==> src/rtl/apb_charmap_master.sv <==
// apb_charmap_master
// APB initiator that turns one command (start address, fill data, beat count)
// into a burst of single APB transfers on consecutive word addresses.
// Every beat is reported on a valid/ready response port. A slave error or an
// ACCESS phase that runs out of cycles ends the burst early.

module apb_charmap_master #(
    parameter int APB_ADDR_WIDTH = 14,
    parameter int APB_DATA_WIDTH = 32,
    parameter int TIMEOUT_CYCLES = 255
) (
    input  logic                      clk_i,
    input  logic                      rstn_i,

    input  logic                      req_valid_i,
    output logic                      req_ready_o,
    input  logic                      req_write_i,
    input  logic [APB_ADDR_WIDTH-1:0] req_addr_i,
    input  logic [APB_DATA_WIDTH-1:0] req_wdata_i,
    input  logic [7:0]                req_len_i,

    output logic                      rsp_valid_o,
    input  logic                      rsp_ready_i,
    output logic [APB_DATA_WIDTH-1:0] rsp_rdata_o,
    output logic                      rsp_err_o,
    output logic                      rsp_last_o,

    output logic                      busy_o,

    output logic [APB_ADDR_WIDTH-1:0] apb_paddr_o,
    output logic [APB_DATA_WIDTH-1:0] apb_pwdata_o,
    output logic                      apb_pwrite_o,
    output logic                      apb_psel_o,
    output logic                      apb_penable_o,
    input  logic [APB_DATA_WIDTH-1:0] apb_prdata_i,
    input  logic                      apb_pready_i,
    input  logic                      apb_pslverr_i
);

    localparam logic [1:0] S_IDLE   = 2'd0;
    localparam logic [1:0] S_SETUP  = 2'd1;
    localparam logic [1:0] S_ACCESS = 2'd2;
    localparam logic [1:0] S_RESP   = 2'd3;

    localparam logic [15:0]               TIMEOUT_LAST = 16'(TIMEOUT_CYCLES - 1);
    localparam logic [APB_ADDR_WIDTH-1:0] ADDR_STEP    = APB_ADDR_WIDTH'(4);
    localparam logic [APB_ADDR_WIDTH-1:0] ADDR_MASK    = ~(APB_ADDR_WIDTH'(3));

    logic [1:0]                r_state;
    logic                      r_started;
    logic [APB_ADDR_WIDTH-1:0] r_addr;
    logic [APB_DATA_WIDTH-1:0] r_wdata;
    logic                      r_write;
    logic [7:0]                r_len;
    logic [15:0]               r_cnt;
    logic [APB_DATA_WIDTH-1:0] r_rdata;
    logic                      r_err;
    logic                      r_last;

    logic w_accept;
    logic w_beatDone;
    logic w_timeout;
    logic w_rspDone;

    assign w_accept   = req_valid_i && req_ready_o;
    assign w_beatDone = (r_state == S_ACCESS) && apb_pready_i;
    assign w_timeout  = (r_state == S_ACCESS) && !apb_pready_i && (r_cnt == TIMEOUT_LAST);
    assign w_rspDone  = (r_state == S_RESP) && rsp_ready_i;

    // Keeps the command port closed during reset and opens it on the first clock afterwards
    always_ff @(posedge clk_i or negedge rstn_i) begin
        if (!rstn_i) begin
            r_started <= 1'b0;
        end else begin
            r_started <= 1'b1;
        end
    end

    // Burst sequencing: IDLE -> SETUP -> ACCESS -> RESP, looping to SETUP until the last beat
    always_ff @(posedge clk_i or negedge rstn_i) begin
        if (!rstn_i) begin
            r_state <= S_IDLE;
        end else begin
            case (r_state)
                S_IDLE:   if (w_accept) r_state <= S_SETUP;
                S_SETUP:  r_state <= S_ACCESS;
                S_ACCESS: if (w_beatDone || w_timeout) r_state <= S_RESP;
                S_RESP:   if (rsp_ready_i) r_state <= r_last ? S_IDLE : S_SETUP;
                default:  r_state <= S_IDLE;
            endcase
        end
    end

    // Captures the command and steps the word address / remaining count after each beat
    always_ff @(posedge clk_i or negedge rstn_i) begin
        if (!rstn_i) begin
            r_addr  <= '0;
            r_wdata <= '0;
            r_write <= 1'b0;
            r_len   <= 8'd0;
        end else if (w_accept) begin
            r_addr  <= req_addr_i & ADDR_MASK;
            r_wdata <= req_wdata_i;
            r_write <= req_write_i;
            r_len   <= req_len_i;
        end else if (w_rspDone && !r_last) begin
            r_addr  <= r_addr + ADDR_STEP;
            r_len   <= r_len - 8'd1;
        end
    end

    // Counts ACCESS cycles of the current beat; cleared in SETUP so every beat gets a full budget
    always_ff @(posedge clk_i or negedge rstn_i) begin
        if (!rstn_i) begin
            r_cnt <= 16'd0;
        end else if (r_state == S_SETUP) begin
            r_cnt <= 16'd0;
        end else if ((r_state == S_ACCESS) && !apb_pready_i) begin
            r_cnt <= r_cnt + 16'd1;
        end
    end

    // Registers the beat result; read data and slave error are only trusted when pready is high
    always_ff @(posedge clk_i or negedge rstn_i) begin
        if (!rstn_i) begin
            r_rdata <= '0;
            r_err   <= 1'b0;
            r_last  <= 1'b0;
        end else if (w_beatDone) begin
            r_rdata <= r_write ? '0 : apb_prdata_i;
            r_err   <= apb_pslverr_i;
            r_last  <= (r_len == 8'd0) || apb_pslverr_i;
        end else if (w_timeout) begin
            r_rdata <= '0;
            r_err   <= 1'b1;
            r_last  <= 1'b1;
        end
    end

    assign req_ready_o   = (r_state == S_IDLE) && r_started;
    assign busy_o        = (r_state != S_IDLE);

    assign apb_psel_o    = (r_state == S_SETUP) || (r_state == S_ACCESS);
    assign apb_penable_o = (r_state == S_ACCESS);
    assign apb_paddr_o   = r_addr;
    assign apb_pwdata_o  = r_wdata;
    assign apb_pwrite_o  = r_write;

    assign rsp_valid_o   = (r_state == S_RESP);
    assign rsp_rdata_o   = r_rdata;
    assign rsp_err_o     = r_err;
    assign rsp_last_o    = r_last;

endmodule

==> config.mk <==
export PLATFORM = sky130hd
export DESIGN_NAME = apb_charmap_master
export DESIGN_NICKNAME = d
export VERILOG_FILES = /design/src/rtl/apb_charmap_master.sv
export SDC_FILE = /design/constraint.sdc
export NUM_CORES = 1
export LEC_CHECK = 0
export ABC_AREA = 0
export CORE_MARGIN = 5
export CORE_UTILIZATION = 46
export CTS_BUF_LIST = sky130_fd_sc_hd__clkbuf_16
export DETAILED_ROUTE_END_ITERATION = 8
export PLACE_DENSITY = 0.86
export SYNTH_ARGS = -nofsm -noshare
export SYNTH_HDL_FRONTEND = slang
export SYNTH_SLANG_ARGS = --single-unit
==> constraint.sdc <==
create_clock -name clk_i -period 3.2 [get_ports clk_i]
set_input_delay 0.96 -clock clk_i [delete_from_list [all_inputs] [get_ports clk_i]]
set_output_delay 0.96 -clock clk_i [all_outputs]
set_load 0.005 [all_outputs]
==> flow_metrics.tcl <==
set metrics [dict create \
    status "finished clean" \
    routed_wl_um 14300 \
    crit_type "reg2out" \
    cts_buffers 9 \
    arrival_ns 1.86 \
    crit_chain "inv_1 > ha_1 > and2_1 > clkdlybuf4s50_1" \
    clk_pin_slew_worst_paths_ns 0.07 \
    crit_path_max_incr_delay_ns 0.53 \
    htreeDepth 3 \
    ioPinCount 179 \
    cp.depth 4 \
    p_leak_nw 3.09 \
    wl_per_cell_um 16.3 \
    first_pass_iters 5 \
    total_power_mw 6.00 \
    dp.cells 861 \
    ctsHoldBuffers 0 \
    cts_setup_buffers 0 \
    synth.top_cells.by_area "dfrtp_1 (51%), nand2_1 (9.4%), o21ai_0 (5.2%)" \
    final_util_pct 66.6 \
    antenna_found_initial 0 \
    worst_setup_path_start_kind "flop" \
    synth-edff-count 0 \
    yosysWarnings 0 \
    syn_area_per_cell_um2 9.03 \
    ctsLongestPathBuffers 2 \
    grt_pass1_vias 4812 \
    fin_crit_ns 2.82 \
    vias 4611 \
    die_width_um 116 \
    rr_worst_depth 6 \
    final.setup.worst_slack_ns 0.381 \
    setup_viol 0 \
    cts_root_buf "clkbuf_16" \
    syn_to_final_growth_pct 41.2 \
    hold_violations 0 \
    port_buffers 174 \
    placed_cell_area_um2 7030 \
    post_cts_resized 0 \
    dp_hpwl_um 10400 \
    seq_area_frac_synth_pct 51.4 \
    place_ws_ns 0.139 \
    final_max_slew_viol_count 0 \
    netlist_area_um2 5160 \
    whs_ns 0.477 \
    fmax_mhz 355 \
    drt_iter0_markers 392 \
    gr-total-overflow 0 \
    synth-seq-cells 106 \
    final.setup_skew_ns 0.00648 \
    layout_commonest_cell "clkdlybuf4s50_1" \
    fin_setup_tns_ns 0 \
    final_cell_mix "clkdlybuf4s50_1 (173), nand2_1 (129), dfrtp_1 (106)" \
    grt_pass1_wl_um 22500 \
    grt_max_degree 66 \
    worst-path-buf-inv 2 \
    gp_congestion 0.871 \
    cp_max_fo 5 \
    synth_top_area_share_pct 51.4 \
    hold_depth 2 \
    fin_cells 876 \
    cts_tree "yes" \
    p_per_area_nw_per_um2 824 \
    synth_ff_type "dfrtp_1" \
    ir_worst_vdd_uv 392 \
    synth_cell_type_count 45 \
    nets 835 \
    coreArea_um2 10900 \
    drive_gt1_share_pct 4.35 \
    critPathRequiredTime_ns 2.24 \
    hold_class "reg2reg" \
    antenna_cells 0 \
    grt.total_usage_pct 20.9 \
    tightest_slew_ns 0.851 \
    syn_inst 571 \
    endpoint_kind "primary output" \
    slew-limit-headroom_pct 43.3 \
    synth_top_area_cell "dfrtp_1" \
    viasPerCell 5.26 \
    drc 0 \
    ant_nets 0 \
    die-area_um2 13400 \
    die_height_um 116 \
    grt_setup_unrepaired "false" \
    cts.sinks 106 \
    finalCritPeriodShare_pct 88.1 \
    initial_core_util_pct 47.2 \
    synthArstFlopShare_pct 100 \
    critPathSlowestCell "clkdlybuf4s50_1" \
    crit_family "buffers and inverters" \
    worstSkewPairLatency_ns 0.34 \
    rows 38 \
    design_area_um2 7280 \
    drv_cap 0 \
]
## where the power goes
part           switching [mW]  leakage, nW  total, mW  internal, mW
Clock                   0.467        0.129      0.979         0.512
Sequential              0.441         1.27       2.33          1.89
Combinational            1.15         1.69       2.69          1.54
Total                    2.06         3.09       6.00          3.94
## layer usage
| layer | up-vias | global-route usage, % | routed length [um] |
|---|---|---|---|
| met5 | - | 0 | 0 |
| met3 | 41 | 2.98 | 651 |
| met2 | 141 | 35.5 | 7190 |
| li1 | 2202 | - | - |
| met1 | 2227 | 25.5 | 5830 |
| met4 | 0 | 12.1 | 613 |
## state kept, by name, summed over array words and instances (netlist names)
signal and cells:
r_cnt 16, r_started 1, apb_pwrite_o 1, rsp_rdata_o 32, apb_paddr_o 12, rsp_err_o 1
apb_pwdata_o 32, rsp_last_o 1, r_len 8, r_state 2
## cells in the mapped netlist, types with 3 or more instances
| library cell | number |
|---|---|
| nand2_1 | 129 |
| dfrtp_1 | 106 |
| o21ai_0 | 54 |
| a21oi_1 | 37 |
| nor2b_1 | 36 |
| nand2b_1 | 32 |
| clkbuf_1 | 26 |
| nor2_1 | 21 |
| xor2_1 | 16 |
| nand3_1 | 13 |
| inv_1 | 11 |
| ha_1 | 10 |
| xnor2_1 | 9 |
| nand4_1 | 7 |
| a31oi_1 | 6 |
| nor3_1 | 6 |
| or3_1 | 6 |
| and3_1 | 4 |
| clkbuf_2 | 3 |
## worst reg2reg max path, stage by stage, from the launching register on
cell      delay [ns]
dfrtp_1         0.45
inv_1           0.15
ha_1            0.28
nand4b_1        0.27
or4_1           0.63
or3_2           0.48
a21oi_1         0.15
## area by class of cell
class,instances,area [um^2]
Clock inverter,6,27.5
Inverter,11,41.3
Tap cell,140,175
Multi-Input combinational cell,422,2340
Timing Repair Buffer,182,1820
Sequential cell,106,2650
Fill cell,859,3650
Clock buffer,9,225
## worst paths after layout
path,from,endpoint,slack [ns]
max,r_state[0],req_ready_o,0.38
min,apb_pwdata_o[30],apb_pwdata_o[30],0.48
max reg2reg,r_state[0],r_cnt[13],0.73
min reg2reg,apb_pwdata_o[30],apb_pwdata_o[30],0.48
max in group asynchronous,rstn_i,apb_pwdata_o[26],1.78
min in group asynchronous,rstn_i,rsp_rdata_o[29],0.73
## cells by family after synthesis
| family | share of synthesized area, % |
|---|---|
| AO/OA/AOI/OAI | 11.1 |
| XOR/XNOR | 4.24 |
| adder cells (fa/ha/maj) | 2.43 |
| buffers and inverters | 3.44 |
| flip-flops | 51.4 |
| multiplexers | 0.849 |
| other | 0.146 |
| AND/OR/NAND/NOR | 26.4 |
No activity file was read; power rests on OpenSTA's default activity.
==> RTL edit 1, RTL diff (config.mk and constraints unchanged) <==
Change the parameter `APB_DATA_WIDTH` from 32 to 24.
--- a/src/rtl/apb_charmap_master.sv
+++ b/src/rtl/apb_charmap_master.sv
@@ -7,5 +7,5 @@
 module apb_charmap_master #(
     parameter int APB_ADDR_WIDTH = 14,
-    parameter int APB_DATA_WIDTH = 32,
+    parameter int APB_DATA_WIDTH = 24,
     parameter int TIMEOUT_CYCLES = 255
 ) (
Ports: changed (resized apb_prdata_i, apb_pwdata_o, req_wdata_i and rsp_rdata_o); port bits go from 179 to 147. No check against the original RTL was run, so the function may have changed too.
==> RTL edit 1 against the original RTL <==
- sequential power decreased by 16%
- synthesized cell count decreased by 12%
- setup slack improved by 0.11 ns
- global-route usage decreased by 0.99 points
- synthesized area decreased by 12%
- via count decreased by 12%
- power decreased by 11%
- first-iteration DRC count decreased by 54%
- sequential cell count decreased by 16
- sequential share of layout area decreased by 1.2 points
- routed wire length decreased by 18%
- design area decreased by 12%
==> RTL edit 1: results (changes against the original RTL) <==
The run finished with clean final reports. The post-synthesis sequential area ratio is 49.7% (-1.7 points). The number of core rows came out at 36 (-5.3%). The run gives 5.67 mm (-21%) as the sum of met2 wire segment lengths after detailed routing. The maximum number of pins on one net before global-route repair is 54 (-18%).

The commonest cells after synthesis are sky130_fd_sc_hd__nand2_1 (109), sky130_fd_sc_hd__dfrtp_1 (90), sky130_fd_sc_hd__o21ai_0 (34). The count of non-CTS buffers in the layout came out at 150 (-18%). The worst-case hold slack is 0.473 ns (-0.00354 ns). The worst hold path terminates at apb_pwdata_o[8]. The number of global-route vias before repair is 4,033 (-16%), and the fraction of layout cells with a size suffix above 1 is 5.45% (+1.1 points). For the storage element area, the log shows 0.00225 mm² (-15%). The total global-route track usage was 19.9% (-0.99 points); the number of input and output port buffers inserted was 142 (-18%). Compound-gate portion of the synthesized area: 11.5% (+0.38 points). Arrival time of data at the critical path endpoint: 1.75 ns (-0.11 ns). The tools report the number of DRC markers in iteration 0 as 181 (-54%). The tools report the detailed-routed wire length on met3 as 937 µm (+44%).

The routing usage on met2 came out at 33.2% (-2.3 points). The tools report the fill cell instance count of the final layout as 783 (-8.8%). The via count is 4,058 (-12%), and the cell total after placement is 759 (-12%). The pre-CTS setup slack is 0.319 ns (+0.180 ns).

The average wire per standard cell is 15.2 µm (-6.9%). The startpoint identified for the worst hold timing path is apb_pwdata_o[8]. Ranked by total cell area, the synthesized netlist is headed by sky130_fd_sc_hd__dfrtp_1 (50%), sky130_fd_sc_hd__nand2_1 (9.0%), sky130_fd_sc_hd__o21ai_0 (3.8%).
[RTL edit 1: changes by cell type after synthesis, moves of 4 or more]
cell	before	now
sky130_fd_sc_hd__nor2b_1	36	27
sky130_fd_sc_hd__nand2b_1	32	25
sky130_fd_sc_hd__nor4_1	2	7
sky130_fd_sc_hd__o21ai_0	54	34
sky130_fd_sc_hd__nand3_1	13	6
sky130_fd_sc_hd__xnor2_1	9	14
sky130_fd_sc_hd__a21oi_1	37	31
sky130_fd_sc_hd__dfrtp_1	106	90
sky130_fd_sc_hd__xor2_1	16	11
sky130_fd_sc_hd__clkbuf_1	26	22
sky130_fd_sc_hd__nand4_1	7	11
sky130_fd_sc_hd__o21ai_1	0	7
sky130_fd_sc_hd__nand2_1	129	109
[RTL edit 1: power breakdown]
part	internal [µW]	switching, µW	total [µW]
clock	684	443	1130
sequential	1590	359	1950
combinational	1300	991	2290
==> RTL edit 2, RTL diff (config.mk and constraints unchanged) <==
Made on the original files. Register the output `rsp_err_o` once more, without a reset; this adds one clock of latency there. The other outputs are not delayed to match.
--- a/src/rtl/apb_charmap_master.sv
+++ b/src/rtl/apb_charmap_master.sv
@@ -149,5 +149,7 @@
     assign rsp_valid_o   = (r_state == S_RESP);
     assign rsp_rdata_o   = r_rdata;
-    assign rsp_err_o     = r_err;
+    always_ff @(posedge clk_i) begin
+        rsp_err_o <= r_err;
+    end
     assign rsp_last_o    = r_last;
 
Check against the original RTL: not equivalent (a bounded check fails within 10 cycles, from zero or initial values and one cycle with rstn_i low).
==> RTL edit 2 against the original RTL <==
- global-route usage hardly changed
- synthesized area up 0.39%
- via count about the same
- setup slack got worse by 0.20 ns
- routed wire length fell by 1.6%
- sequential cell count increased by 1
- design area up 0.79%
- largest power group unchanged
- power is 1.9% higher
==> RTL edit 2: results (changes against the original RTL) <==
The logs give 10.4 mm (-0.67%) for the HPWL after detailed placement and 35.5% (+0.038 points) for the routing usage on met2. The worst-case headroom to the max-slew limit is 54.9% (+12 points), and the cell depth of the worst min-delay path is 0 (-2). The fraction of registers with async set/reset came out at 99.1% (-0.93 points). The fraction of layout cells with a size suffix above 1 works out to 4.88% (+0.53 points). The diode insertion count for antenna repair was 0 (unchanged); the arrival time of data at the critical path endpoint was 2.06 ns (+0.20 ns).

For the cell area reported after detailed placement, the log shows 0.00706 mm² (+0.39%). The met3 track demand over resource was 3.32% (+0.34 points). The tools report the flop-to-flop setup slack as 0.39 ns (-0.34 ns). The maximum number of pins on one net before global-route repair is 42 (-36%). The instance count of the mapped netlist was 572 (+0.18%); the number of nets in the layout was 837 (+0.24%). The cell total after placement came out at 863 (+0.23%). The leakage power summed over all cells was 0.00312 µW (+1.0%); the worst-case vdd ir drop was 0.434 mV (+11%). The met1 demand-to-capacity share in global routing was 26.8% (+1.2 points). The via count was 4,613 (+0.043%). Total global-route track usage: 20.9% (about the same). In the post-synthesis netlist, the biggest area contributors are sky130_fd_sc_hd__dfrtp_1 (51%), sky130_fd_sc_hd__nand2_1 (9.4%), sky130_fd_sc_hd__o21ai_0 (5.2%).

The setup skew after layout is 0.0102 ns (+0.00374 ns), and the final wirelength is 14.0 mm (-1.6%). Wire length of the first global-routing pass: 22.5 mm (-0.18%). The run finished with clean final reports.

Number of DRC markers in iteration 0: 261 (-33%). For hold timing, the worst endpoint is rsp_err_o. The logs give 878 (+0.23%) for the final cell count without fillers and 4,653 (-3.3%) for the number of global-route vias before repair. The tools report the post-synthesis cell type count as 46 (+2.2%).

The startpoint identified for the worst hold timing path is r_err.
RTL edit 2: kinds of logic after synthesis:
group,count (synthesis),share of synthesized area (%)
and+or+nand+nor,275,26.3
DFF,107,51.6
AOI/OAI and AO/OA,105,11.0
buffers and inverters,44,3.43
xor gates and xnor gates,25,4.23
adders and majority gates,10,2.42
muxes,4,0.846
other,2,0.145
RTL edit 2: cell type report:
cell class / count / area (µm²)
fillers: 861 / 3600
flip-flops and latches: 107 / 2670
multi-input cells: 422 / 2340
repair buffers: 183 / 1830
clock buffers: 9 / 225
well taps: 140 / 175
clock inverters: 6 / 57.6
inverters: 11 / 41.3
RTL edit 2: metrics by stage:
stage	hold slack, ns	setup WS, ns
detailed placement	0.385	0.165
floorplan	0.370	0.807
global placement	0.383	0.200
global route	0.418	0.0674
finish	0.397	0.176
CTS	0.401	0.142
RTL edit 2: how the worst max path moves through the flow:
stage,to,cells past startpoint
after global placement,r_cnt[13],5
after floorplan,r_cnt[13],4
after detailed placement,r_cnt[13],5
after CTS,apb_penable_o,3
final,apb_penable_o,3
after global routing,apb_penable_o,3
RTL edit 2: critical path, stage by stage (launching register included):
cell and delay (ns):
sky130_fd_sc_hd__dfrtp_1 0.44, sky130_fd_sc_hd__inv_1 0.13, sky130_fd_sc_hd__ha_1 0.54, sky130_fd_sc_hd__clkdlybuf4s50_1 0.61
RTL edit 2: report_power, final:
group | leakage [µW] | internal (µW) | total [µW] | switching [µW]
logic | 0.00170 | 1540 | 2690 | 1150
clock network | 0.000147 | 599 | 1080 | 480
registers | 0.00128 | 1900 | 2340 | 439
RTL edit 2: routing by layer:
layer,share of wire [%],wire [µm],up-vias
met5,0,0,-
met4,2.9,408,0
met3,5.1,722,31
met2,51,7220,126
met1,41,5700,2243
li1,-,-,2213
